--- src/rtl/lcd_ctrl_if.sv ---
// LSU <-> LCD controller bundle: LCD command register in, physical LCD pins and
// polling status out. The master is the LSU/register side, the slave is lcd_ctrl.
interface lcd_ctrl_if;
  logic [31:0] i_lcd;
  logic [7:0]  o_lcd_data;
  logic        o_lcd_rs;
  logic        o_lcd_rw;
  logic        o_lcd_en;
  logic        o_lcd_on;
  logic        o_busy;
  logic [31:0] o_status;

  modport master (
    output i_lcd,
    input  o_lcd_data, o_lcd_rs, o_lcd_rw, o_lcd_en, o_lcd_on, o_busy, o_status
  );

  modport slave (
    input  i_lcd,
    output o_lcd_data, o_lcd_rs, o_lcd_rw, o_lcd_en, o_lcd_on, o_busy, o_status
  );
endinterface

--- src/rtl/lcd_ctrl.sv ---
// HD44780-style write sequencer: turns a toggled LCD command word into a timed
// setup / enable / hold / execute cycle and reports busy plus the last acked toggle.
module lcd_ctrl #(
  parameter int POWERUP_CYC   = 750000,
  parameter int SETUP_CYC     = 2,
  parameter int PULSE_CYC     = 25,
  parameter int HOLD_CYC      = 2,
  parameter int EXEC_CYC      = 2000,
  parameter int LONG_EXEC_CYC = 82000
) (
  input logic         i_clk,
  input logic         i_reset,
  lcd_ctrl_if.slave   bus
);

  function automatic int max2(input int a, input int b);
    return (a > b) ? a : b;
  endfunction

  localparam int MAX_CYC = max2(max2(max2(POWERUP_CYC, SETUP_CYC), max2(PULSE_CYC, HOLD_CYC)),
                                max2(EXEC_CYC, LONG_EXEC_CYC));
  localparam int CW = $clog2(MAX_CYC) + 1;

  localparam logic [CW-1:0] POWERUP_M1 = CW'(POWERUP_CYC - 1);
  localparam logic [CW-1:0] SETUP_M1   = CW'(SETUP_CYC - 1);
  localparam logic [CW-1:0] PULSE_M1   = CW'(PULSE_CYC - 1);
  localparam logic [CW-1:0] HOLD_M1    = CW'(HOLD_CYC - 1);
  localparam logic [CW-1:0] EXEC_M1    = CW'(EXEC_CYC - 1);
  localparam logic [CW-1:0] LONG_M1    = CW'(LONG_EXEC_CYC - 1);

  typedef enum logic [2:0] {
    S_INIT, S_IDLE, S_SETUP, S_PULSE, S_HOLD, S_WAIT
  } state_t;

  state_t        state_q, state_d;
  logic [CW-1:0] cnt_q, cnt_d;
  logic          ack_q, ack_d;
  logic          req_q, req_d;
  logic          busy_q, busy_d;
  logic          en_q, en_d;
  logic          rs_q, rs_d;
  logic [7:0]    data_q, data_d;
  logic          on_q, on_d;

  logic [CW-1:0] limit_m1;
  logic          last;
  logic          is_long;
  logic          pending;

  // Clear (0x01) and home (0x02/0x03) need the long execution time.
  assign is_long = !rs_q && (data_q[7:2] == 6'd0) && (data_q[1:0] != 2'b00);
  assign pending = bus.i_lcd[10] != ack_q;

  always_comb begin
    limit_m1 = '0;
    unique case (state_q)
      S_INIT:  limit_m1 = POWERUP_M1;
      S_SETUP: limit_m1 = SETUP_M1;
      S_PULSE: limit_m1 = PULSE_M1;
      S_HOLD:  limit_m1 = HOLD_M1;
      S_WAIT:  limit_m1 = is_long ? LONG_M1 : EXEC_M1;
      default: limit_m1 = '0;
    endcase
  end

  assign last = (cnt_q == limit_m1);

  always_comb begin
    state_d = state_q;
    cnt_d   = cnt_q + CW'(1);
    ack_d   = ack_q;
    req_d   = req_q;
    busy_d  = busy_q;
    en_d    = en_q;
    rs_d    = rs_q;
    data_d  = data_q;
    on_d    = bus.i_lcd[31];

    unique case (state_q)
      S_INIT: begin
        if (last) begin
          state_d = S_IDLE;
          busy_d  = 1'b0;
          cnt_d   = '0;
        end
      end
      S_IDLE: begin
        cnt_d  = '0;
        busy_d = 1'b0;
        if (pending) begin
          rs_d    = bus.i_lcd[9];
          data_d  = bus.i_lcd[7:0];
          req_d   = bus.i_lcd[10];
          busy_d  = 1'b1;
          state_d = S_SETUP;
        end
      end
      S_SETUP: begin
        if (last) begin
          state_d = S_PULSE;
          en_d    = 1'b1;
          cnt_d   = '0;
        end
      end
      S_PULSE: begin
        if (last) begin
          state_d = S_HOLD;
          en_d    = 1'b0;
          cnt_d   = '0;
        end
      end
      S_HOLD: begin
        if (last) begin
          state_d = S_WAIT;
          cnt_d   = '0;
        end
      end
      S_WAIT: begin
        if (last) begin
          state_d = S_IDLE;
          ack_d   = req_q;
          busy_d  = 1'b0;
          cnt_d   = '0;
        end
      end
      default: begin
        state_d = S_INIT;
        busy_d  = 1'b1;
        en_d    = 1'b0;
        cnt_d   = '0;
      end
    endcase
  end

  always_ff @(posedge i_clk) begin
    if (i_reset) begin
      state_q <= S_INIT;
      cnt_q   <= '0;
      ack_q   <= 1'b0;
      req_q   <= 1'b0;
      busy_q  <= 1'b1;
      en_q    <= 1'b0;
      rs_q    <= 1'b0;
      data_q  <= 8'h00;
      on_q    <= 1'b0;
    end else begin
      state_q <= state_d;
      cnt_q   <= cnt_d;
      ack_q   <= ack_d;
      req_q   <= req_d;
      busy_q  <= busy_d;
      en_q    <= en_d;
      rs_q    <= rs_d;
      data_q  <= data_d;
      on_q    <= on_d;
    end
  end

  logic unused_lcd_bits;
  assign unused_lcd_bits = ^{bus.i_lcd[30:11], bus.i_lcd[8]};

  assign bus.o_lcd_data = data_q;
  assign bus.o_lcd_rs   = rs_q;
  assign bus.o_lcd_rw   = 1'b0;
  assign bus.o_lcd_en   = en_q;
  assign bus.o_lcd_on   = on_q;
  assign bus.o_busy     = busy_q;
  assign bus.o_status   = {30'b0, busy_q, ack_q};

endmodule

--- src/flat_wrapper.sv ---
// flat-port wrapper written by rule: the top's interface ports become plain ports
module lcd_ctrl_flat 
#(
  parameter int POWERUP_CYC   = 750000,
  parameter int SETUP_CYC     = 2,
  parameter int PULSE_CYC     = 25,
  parameter int HOLD_CYC      = 2,
  parameter int EXEC_CYC      = 2000,
  parameter int LONG_EXEC_CYC = 82000
)
  (i_clk, i_reset, bus_i_lcd, bus_o_lcd_data, bus_o_lcd_rs, bus_o_lcd_rw, bus_o_lcd_en, bus_o_lcd_on, bus_o_busy, bus_o_status);
  lcd_ctrl_if bus_i ();
  input logic i_clk;
  input logic i_reset;
  input wire logic [$bits(bus_i.i_lcd)-1:0] bus_i_lcd;
  output wire logic [$bits(bus_i.o_lcd_data)-1:0] bus_o_lcd_data;
  output wire logic [$bits(bus_i.o_lcd_rs)-1:0] bus_o_lcd_rs;
  output wire logic [$bits(bus_i.o_lcd_rw)-1:0] bus_o_lcd_rw;
  output wire logic [$bits(bus_i.o_lcd_en)-1:0] bus_o_lcd_en;
  output wire logic [$bits(bus_i.o_lcd_on)-1:0] bus_o_lcd_on;
  output wire logic [$bits(bus_i.o_busy)-1:0] bus_o_busy;
  output wire logic [$bits(bus_i.o_status)-1:0] bus_o_status;
  assign bus_i.i_lcd = bus_i_lcd;
  assign bus_o_lcd_data = bus_i.o_lcd_data;
  assign bus_o_lcd_rs = bus_i.o_lcd_rs;
  assign bus_o_lcd_rw = bus_i.o_lcd_rw;
  assign bus_o_lcd_en = bus_i.o_lcd_en;
  assign bus_o_lcd_on = bus_i.o_lcd_on;
  assign bus_o_busy = bus_i.o_busy;
  assign bus_o_status = bus_i.o_status;
  lcd_ctrl #(.POWERUP_CYC(POWERUP_CYC), .SETUP_CYC(SETUP_CYC), .PULSE_CYC(PULSE_CYC), .HOLD_CYC(HOLD_CYC), .EXEC_CYC(EXEC_CYC), .LONG_EXEC_CYC(LONG_EXEC_CYC)) u_core (.i_clk(i_clk), .i_reset(i_reset), .bus(bus_i));
endmodule
--- config.mk ---
export PLATFORM = sky130hd
export DESIGN_NAME = lcd_ctrl_flat
export DESIGN_NICKNAME = d
export VERILOG_FILES = /design/src/rtl/lcd_ctrl_if.sv /design/src/rtl/lcd_ctrl.sv /design/src/flat_wrapper.sv
export SDC_FILE = /design/constraint.sdc
export NUM_CORES = 1
export LEC_CHECK = 0
export CAP_MARGIN = 20
export CORE_MARGIN = 10
export CORE_UTILIZATION = 41
export DETAILED_ROUTE_END_ITERATION = 12
export PLACE_DENSITY = 0.77
export SYNTH_ARGS = -nofsm -noshare
export SYNTH_HDL_FRONTEND = slang
export SYNTH_SLANG_ARGS = --single-unit
--- constraint.sdc ---
create_clock -name i_clk -period 2.1 [get_ports i_clk]
set_input_delay 0.42 -clock i_clk [delete_from_list [all_inputs] [get_ports i_clk]]
set_output_delay 0.42 -clock i_clk [all_outputs]
set_load 0.05 [all_outputs]
# After elaboration in Yosys (flattened, before gate mapping)
# Cells that the tools add are included.
# Widths: inputs -> output; s select.
dict set report word_totals {
  reg_bits 38
  input_bits 34
  out_inout_bits 45
  wordCells 55
}
dict set report op_classes {
  n_addsub 1
  n_eq_ne 12
  n_mux 13
  bitwise_logic 3
  reduce_logical 17
}
# operator n
set op_table {}
lappend op_table {{$pmux 21 s4} 1}
lappend op_table {{$add 21x1->21 const B} 1}
lappend op_table {{$eq 21x21->1} 1}
lappend op_table {{$mux 17} 1}
lappend op_table {{$mux 3} 5}
lappend op_table {{$pmux 3 s5} 1}
lappend op_table {{$ne 2x1->1 const B} 5}
lappend op_table {{$eq 3x2->1 const B} 2}
lappend op_table {{$eq 3x3->1 const B} 2}
lappend op_table {{$logic_not 6->1} 1}
lappend op_table {{$pmux 1 s3} 2}
lappend op_table {{$reduce_and 2->1} 3}
lappend op_table {{$reduce_or 3->1} 2}
lappend op_table {{$reduce_and 5->1} 1}
lappend op_table {{$reduce_or 5->1} 1}
lappend op_table {{$reduce_or 2->1} 2}
lappend op_table {{$reduce_or 4->1} 1}
lappend op_table {{$eq 3x1->1 const B} 1}
lappend op_table {{$logic_not 3->1} 1}
lappend op_table {{$mux 1} 3}
lappend op_table {{$not 1->1} 3}
lappend op_table {{$reduce_and 3->1} 1}
lappend op_table {{$logic_and 1x1->1} 2}
lappend op_table {{$reduce_bool 2->1} 1}
lappend op_table {{other kinds (2)} 2}

# Logic depth before layout (Yosys ltp)
dict set report logic_depth {
  word_depth 8
  ltp_mapped 11
  ltp_nobuf 7
}

# Worst setup path after synthesis
# OpenSTA, ideal clock, no wires.
dict set report synth_timing {
  path_type {reg2reg}
  start {register u_core.data_q[7], in the netlist u_core.bus.o_lcd_data[7]}
  end {register u_core.state_q[2]}
  setup_time_ps 121
  t_arrival_ps 2224
  t_required_ps 1979
  setup_slack_ps -245
  stages_incl_launch_ff 9
  n_path_buf 1
  period_less_slack_ps 2345
  path_cell_list {dfxtp_1 > nor3_1 > and4b_1 > or4_1 > a22oi_1 > and4_1 > buf_6 > nand2_4 > mux2_4}
}
dict set report synth_between {
  elab_chain_cells 8
  elab_cells_between_ends 11
  cone_classes {eq/ne: 5; mux: 2; reduce/logical: 4}
}
# element line_no
set synth_lines {}
lappend synth_lines {{from (decl)} lcd_ctrl.sv:42} ;# logic [7:0] data_q, data_d;
lappend synth_lines {{from (signal assigned)} lcd_ctrl.sv:154} ;# data_q <= data_d;
lappend synth_lines {{$logic_not 6->1 (*)} lcd_ctrl.sv:51} ;# assign is_long = !rs_q && (data_q[7:2] == 6'd0) && (data_q[1:0] != 2'b00);
lappend synth_lines {{$logic_and 1x1->1 (*) (2 in a row)} lcd_ctrl.sv:51}
lappend synth_lines {{$mux 17 (*)} lcd_ctrl.sv:61} ;# S_WAIT: limit_m1 = is_long ? LONG_M1 : EXEC_M1;
lappend synth_lines {{$pmux 21 s4 (*)} lcd_ctrl.sv:56} ;# unique case (state_q)
lappend synth_lines {{$eq 21x21->1 (*)} lcd_ctrl.sv:66} ;# assign last = (cnt_q == limit_m1);
lappend synth_lines {{$ne 2x1->1 (no line)} --}
lappend synth_lines {{$reduce_and 5->1 (no line) (*)} --}
lappend synth_lines {{to (signal assigned)} lcd_ctrl.sv:147} ;# state_q <= state_d;
lappend synth_lines {{to (decl)} lcd_ctrl.sv:35} ;# state_t state_q, state_d;
# Mark *: on every way between the ends. The rest lies on a longest branch, timed or not.
# A chain may end at the register's enable or synchronous reset.

# Worst setup path in the final report
dict set report layout_timing {
  start {register u_core.data_q[0], in the netlist u_core.bus.o_lcd_data[0]}
  end {register u_core.state_q[2]}
}
dict set report layout_between {
  elab_chain_cells 7
  elab_cells_between_ends 10
  cone_classes {eq/ne: 5; mux: 2; reduce/logical: 3}
}
# element line_no
set layout_lines {}
lappend layout_lines {{$reduce_bool 2->1 (*)} lcd_ctrl.sv:51}
lappend layout_lines {{$logic_and 1x1->1 (*)} lcd_ctrl.sv:51}
lappend layout_lines {{$mux 17 (*)} lcd_ctrl.sv:61}
lappend layout_lines {{$pmux 21 s4 (*)} lcd_ctrl.sv:56}
lappend layout_lines {{$eq 21x21->1 (*)} lcd_ctrl.sv:66}
lappend layout_lines {{$ne 2x1->1 (no line)} --}
lappend layout_lines {{$reduce_and 5->1 (no line) (*)} --}
# Marks and branches as above.

==> run_results.csv <==
group,metric,value,unit
grt,grt_max_degree,19,
synth,synthFlopType,"dfxtp_1",
floorplanning,design.core.area,0.00520,mm²
timing,fin_skew,0.0123,ns
synth,synthCells,264,
power,combPwrFrac,0.133,
routing,ant_nets,0,
critical_path,cp-start-kind,"register",
timing,grt_setup_unrepaired,"true",
clocking,clk_pin_slew_worst_paths,0.08,ns
layout,fin_nets,360,
floorplanning,dieArea,0.00884,mm²
run_status,status,"complete, but fails checks",
synth,yosysWarnings,0,
synth,synth-edff-count,0,
synth,synth_seq_area_share,0.339,
critical_path,worstReg2RegStart,"u_core.bus.o_lcd_data[0]",
timing,timing.final.hold_violations,0,
critical_path,worst_ep_required_time,2.29,ns
placement,place.gp.congestion,0.833,
clocking,cts_inserted_buffers,5,
timing,hold_ws,0.471,ns
placement,dp_hpwl,3760,µm
power,peakVddDrop,349,µV
clocking,cts.sinks,38,
timing,setup_slack,-0.192,ns
synth,synth-seq-cells,38,
grt,grt_pass1_wl,8570,µm
clocking,clk_latency,0.30,ns
critical_path,cp_data_arrival_time,2.48,ns
floorplanning,rows,26,
synth,synthArstFlopShare,0,
critical_path,critPathMaxStageDelay,0.43,ns
routing,post_drt_wl_per_cell,13.2,µm
floorplanning,start_util,0.431,
clocking,cts_tree,"done",
floorplanning,ioPinCount,79,
placement,numPortBuffers,26,
clocking,clockBufferDepth,2,
power,p_int,1120,µW
routing,routed_wl,5250,µm
run_status,violations,"negative setup slack",
routing,drc_errors,0,
synth,yosys.cell_types.count,56,
timing,period_minus_slack,2.29,ns
synth,avgSynthCellArea,8.51,µm²
critical_path,worstSetupPathType,"reg2reg",
power,swShare,0.283,
floorplanning,die_w,94.0,µm
grt,antenna_found_initial,0,
synth,synth_area_leader_cell,"dfxtp_1",
critical_path,slowest_stage,"or4_1",
timing,tightestPinTransition,0.516,ns
timing,min_period_over_period,1.09,
routing,dr.pass1.iters,4,
timing,finalSetupViolations,27,
power,p_switching,443,µW
routing,vias,1939,
power,leakage,0.00126,µW
routing,vias_per_cell,4.90,
synth,netlist_area,0.00225,mm²
timing,finalSetupTns,-3.07,ns
critical_path,end_kind,"register",
layout,nFillCells,482,
critical_path,reg2reg_to,"u_core.state_q[2]",
worst_hold_path,min_delay_worst_endpoint,"u_core.req_q",
timing,max_freq,436,MHz
critical_path,crit_chain,"or2_1 -> and4b_1 -> or4_1 -> a22oi_2 -> buf_4 -> and4_4 -> nand2_4 -> mux2_4",
clocking,h-tree-depth,2,
critical_path,crit_fanout,6,
power,seqPwrFrac,0.468,
timing,slew_headroom,0.655,
grt,grt_pass1_vias,1923,
clocking,cts_root_buffer,"clkbuf_8",
layout,drive_gt1_frac,0.245,
worst_hold_path,whs_path_depth,2,
layout,n_antenna_cell,0,
synth,synth_top_area_frac,0.339,
grt,grt_util_all_layers,0.119,
grt,gr-total-overflow,0,
layout,layout-area-overhead-vs-synth,28.5,%
worst_hold_path,min_from,"u_core.req_q",
timing,slew_viol_final,0,
routing,drt_iter0_drc,134,
floorplanning,die_h,94.0,µm
power,pwr-share-clk,0.399,
synth,synth_area_leaders,"dfxtp_1, buf_4, nor2_1",
worst_hold_path,hp-class,"reg2reg",
critical_path,ff2ff_setup_slack,-0.19,ns
placement,dp_slack,-0.190,ns
power,power.density,542,mW/mm²
critical_path,r2r_cells,8,
job,maxCapViolCount,0,
==> stage by stage <==
stage          utilization  std cells  cell area, µm²  total power [µW]
2_1_floorplan            -        294            2380               959
3_3_place_gp         0.520        385            2710               948
3_5_place_dp         0.520        385            2710               950
4_1_cts              0.551        395            2870              1570
5_1_grt              0.555        396            2890              1610
6_report             0.555        396            2890              1560
==> power groups by stage <==
| stage | Sequential, µW | Combinational [µW] | Clock, µW |
|---|---|---|---|
| 2_1_floorplan | 753 | 206 | 0 |
| 3_3_place_gp | 748 | 201 | 0 |
| 3_5_place_dp | 748 | 202 | 0 |
| 4_1_cts | 731 | 205 | 635 |
| 5_1_grt | 733 | 220 | 655 |
| 6_report | 731 | 208 | 624 |
==> layout by cell type, fill, tap and decap left out, types with 2 or more instances in the layout <==
cell type / n
dfxtp_1: 27
dfxtp_4: 5
nand2_1: 13
o211ai_1: 2
or4_1: 4
nand3_2: 2
clkbuf_8: 5
nand3_1: 8
buf_4: 46
and2_1: 2
a21oi_1: 4
nand4_1: 6
and3_1: 3
a211oi_1: 3
conb_1: 31
xnor2_1: 6
mux2i_1: 10
nor4_1: 2
inv_1: 3
dfxtp_2: 6
nor3_1: 9
nor2b_1: 2
nor2_1: 41
nor3_2: 2
nand2b_1: 3
xor2_1: 15
and4_1: 2
or3_4: 2
clkdlybuf4s50_1: 26
o21ai_0: 2
==> sequential cells by signal (all words and copies together) (netlist names) <==
signal	flops
u_core.bus.o_lcd_rs	1
u_core.bus.o_busy	1
u_core.cnt_q	21
u_core.ack_q	1
u_core.req_q	1
u_core.bus.o_lcd_data	8
u_core.state_q	3
u_core.bus.o_lcd_en	1
u_core.bus.o_lcd_on	1
==> synth_stat cells (2+ instances only) <==
| master | count |
|---|---|
| nand2b_1 | 3 |
| dfxtp_1 | 38 |
| a211oi_1 | 3 |
| buf_6 | 5 |
| and3_1 | 3 |
| a2111oi_0 | 2 |
| nand2_1 | 13 |
| buf_2 | 2 |
| or4_1 | 4 |
| nand4_1 | 6 |
| nor2b_1 | 2 |
| nor4_1 | 2 |
| inv_1 | 3 |
| and4_1 | 3 |
| a21oi_1 | 4 |
| o211ai_1 | 2 |
| a31oi_1 | 2 |
| xor2_1 | 15 |
| nand3_1 | 10 |
| buf_4 | 34 |
| and2_1 | 2 |
| o21ai_0 | 2 |
| clkbuf_1 | 8 |
| xnor2_1 | 6 |
| nor2_1 | 41 |
| nor3_1 | 10 |
| mux2i_1 | 10 |
==> area by class of cell <==
cell class,instances,area (µm²),share of cell area
Clock inverter,2,37.5,0.0130
Inverter,4,15.0,0.00520
Multi-Input combinational cell,204,1280,0.444
Sequential cell,38,787,0.273
Timing Repair Buffer,72,606,0.210
Clock buffer,6,72.6,0.0251
Tap cell,70,87.6,0.0303
==> worst max path at each step <==
stage / startpoint / end / slack, ns / cells after the start
floorplan: u_core.bus.o_lcd_data[0] / u_core.state_q[2] / -0.08 / 8
global placement: u_core.bus.o_lcd_data[6] / u_core.cnt_q[4] / -0.15 / 7
detailed placement: u_core.bus.o_lcd_data[6] / u_core.cnt_q[4] / -0.19 / 7
CTS: u_core.bus.o_lcd_data[0] / u_core.ack_q / -0.17 / 8
global route: u_core.bus.o_lcd_rs / u_core.ack_q / -0.31 / 8
finish: u_core.bus.o_lcd_data[0] / u_core.state_q[2] / -0.19 / 8
==> logic make-up after synthesis <==
group | count (synthesis) | synth area share
AOI/OAI and AO/OA | 27 | 0.0875
other | 1 | 0.00167
adders and majority gates | 2 | 0.0106
DFF | 38 | 0.339
and+or+nand+nor | 111 | 0.265
buffers and inverters | 53 | 0.163
muxes | 11 | 0.0513
xor gates and xnor gates | 21 | 0.0819
==> layer usage <==
layer,vias up,wire [µm],share of wire,track usage
met5,-,0,0,0
met4,0,104,0.020,0.0506
met3,8,364,0.069,0.0352
met2,59,2580,0.49,0.209
met1,895,2200,0.42,0.131
li1,977,-,-,-
==> critical path: cells and delay by family, from the launching register on <==
kind,cells,cell delay [ns]
AND/OR/NAND/NOR,5,1.24
multiplexers,1,0.28
flip-flops,1,0.34
buffers and inverters,1,0.14
AO/OA/AOI/OAI,1,0.19
==> repair_timing <==
| item | CTS | global route |
|---|---|---|
| pin swaps | 6 | 8 |
| cloned | 1 | 0 |
| setup endpoints to repair | 27 | 27 |
| resized for setup | 10 | 2 |
| hold buffers | 0 | 0 |
| setup buffers | 1 | 1 |
Note: power is estimated with default switching activity, not from simulation.
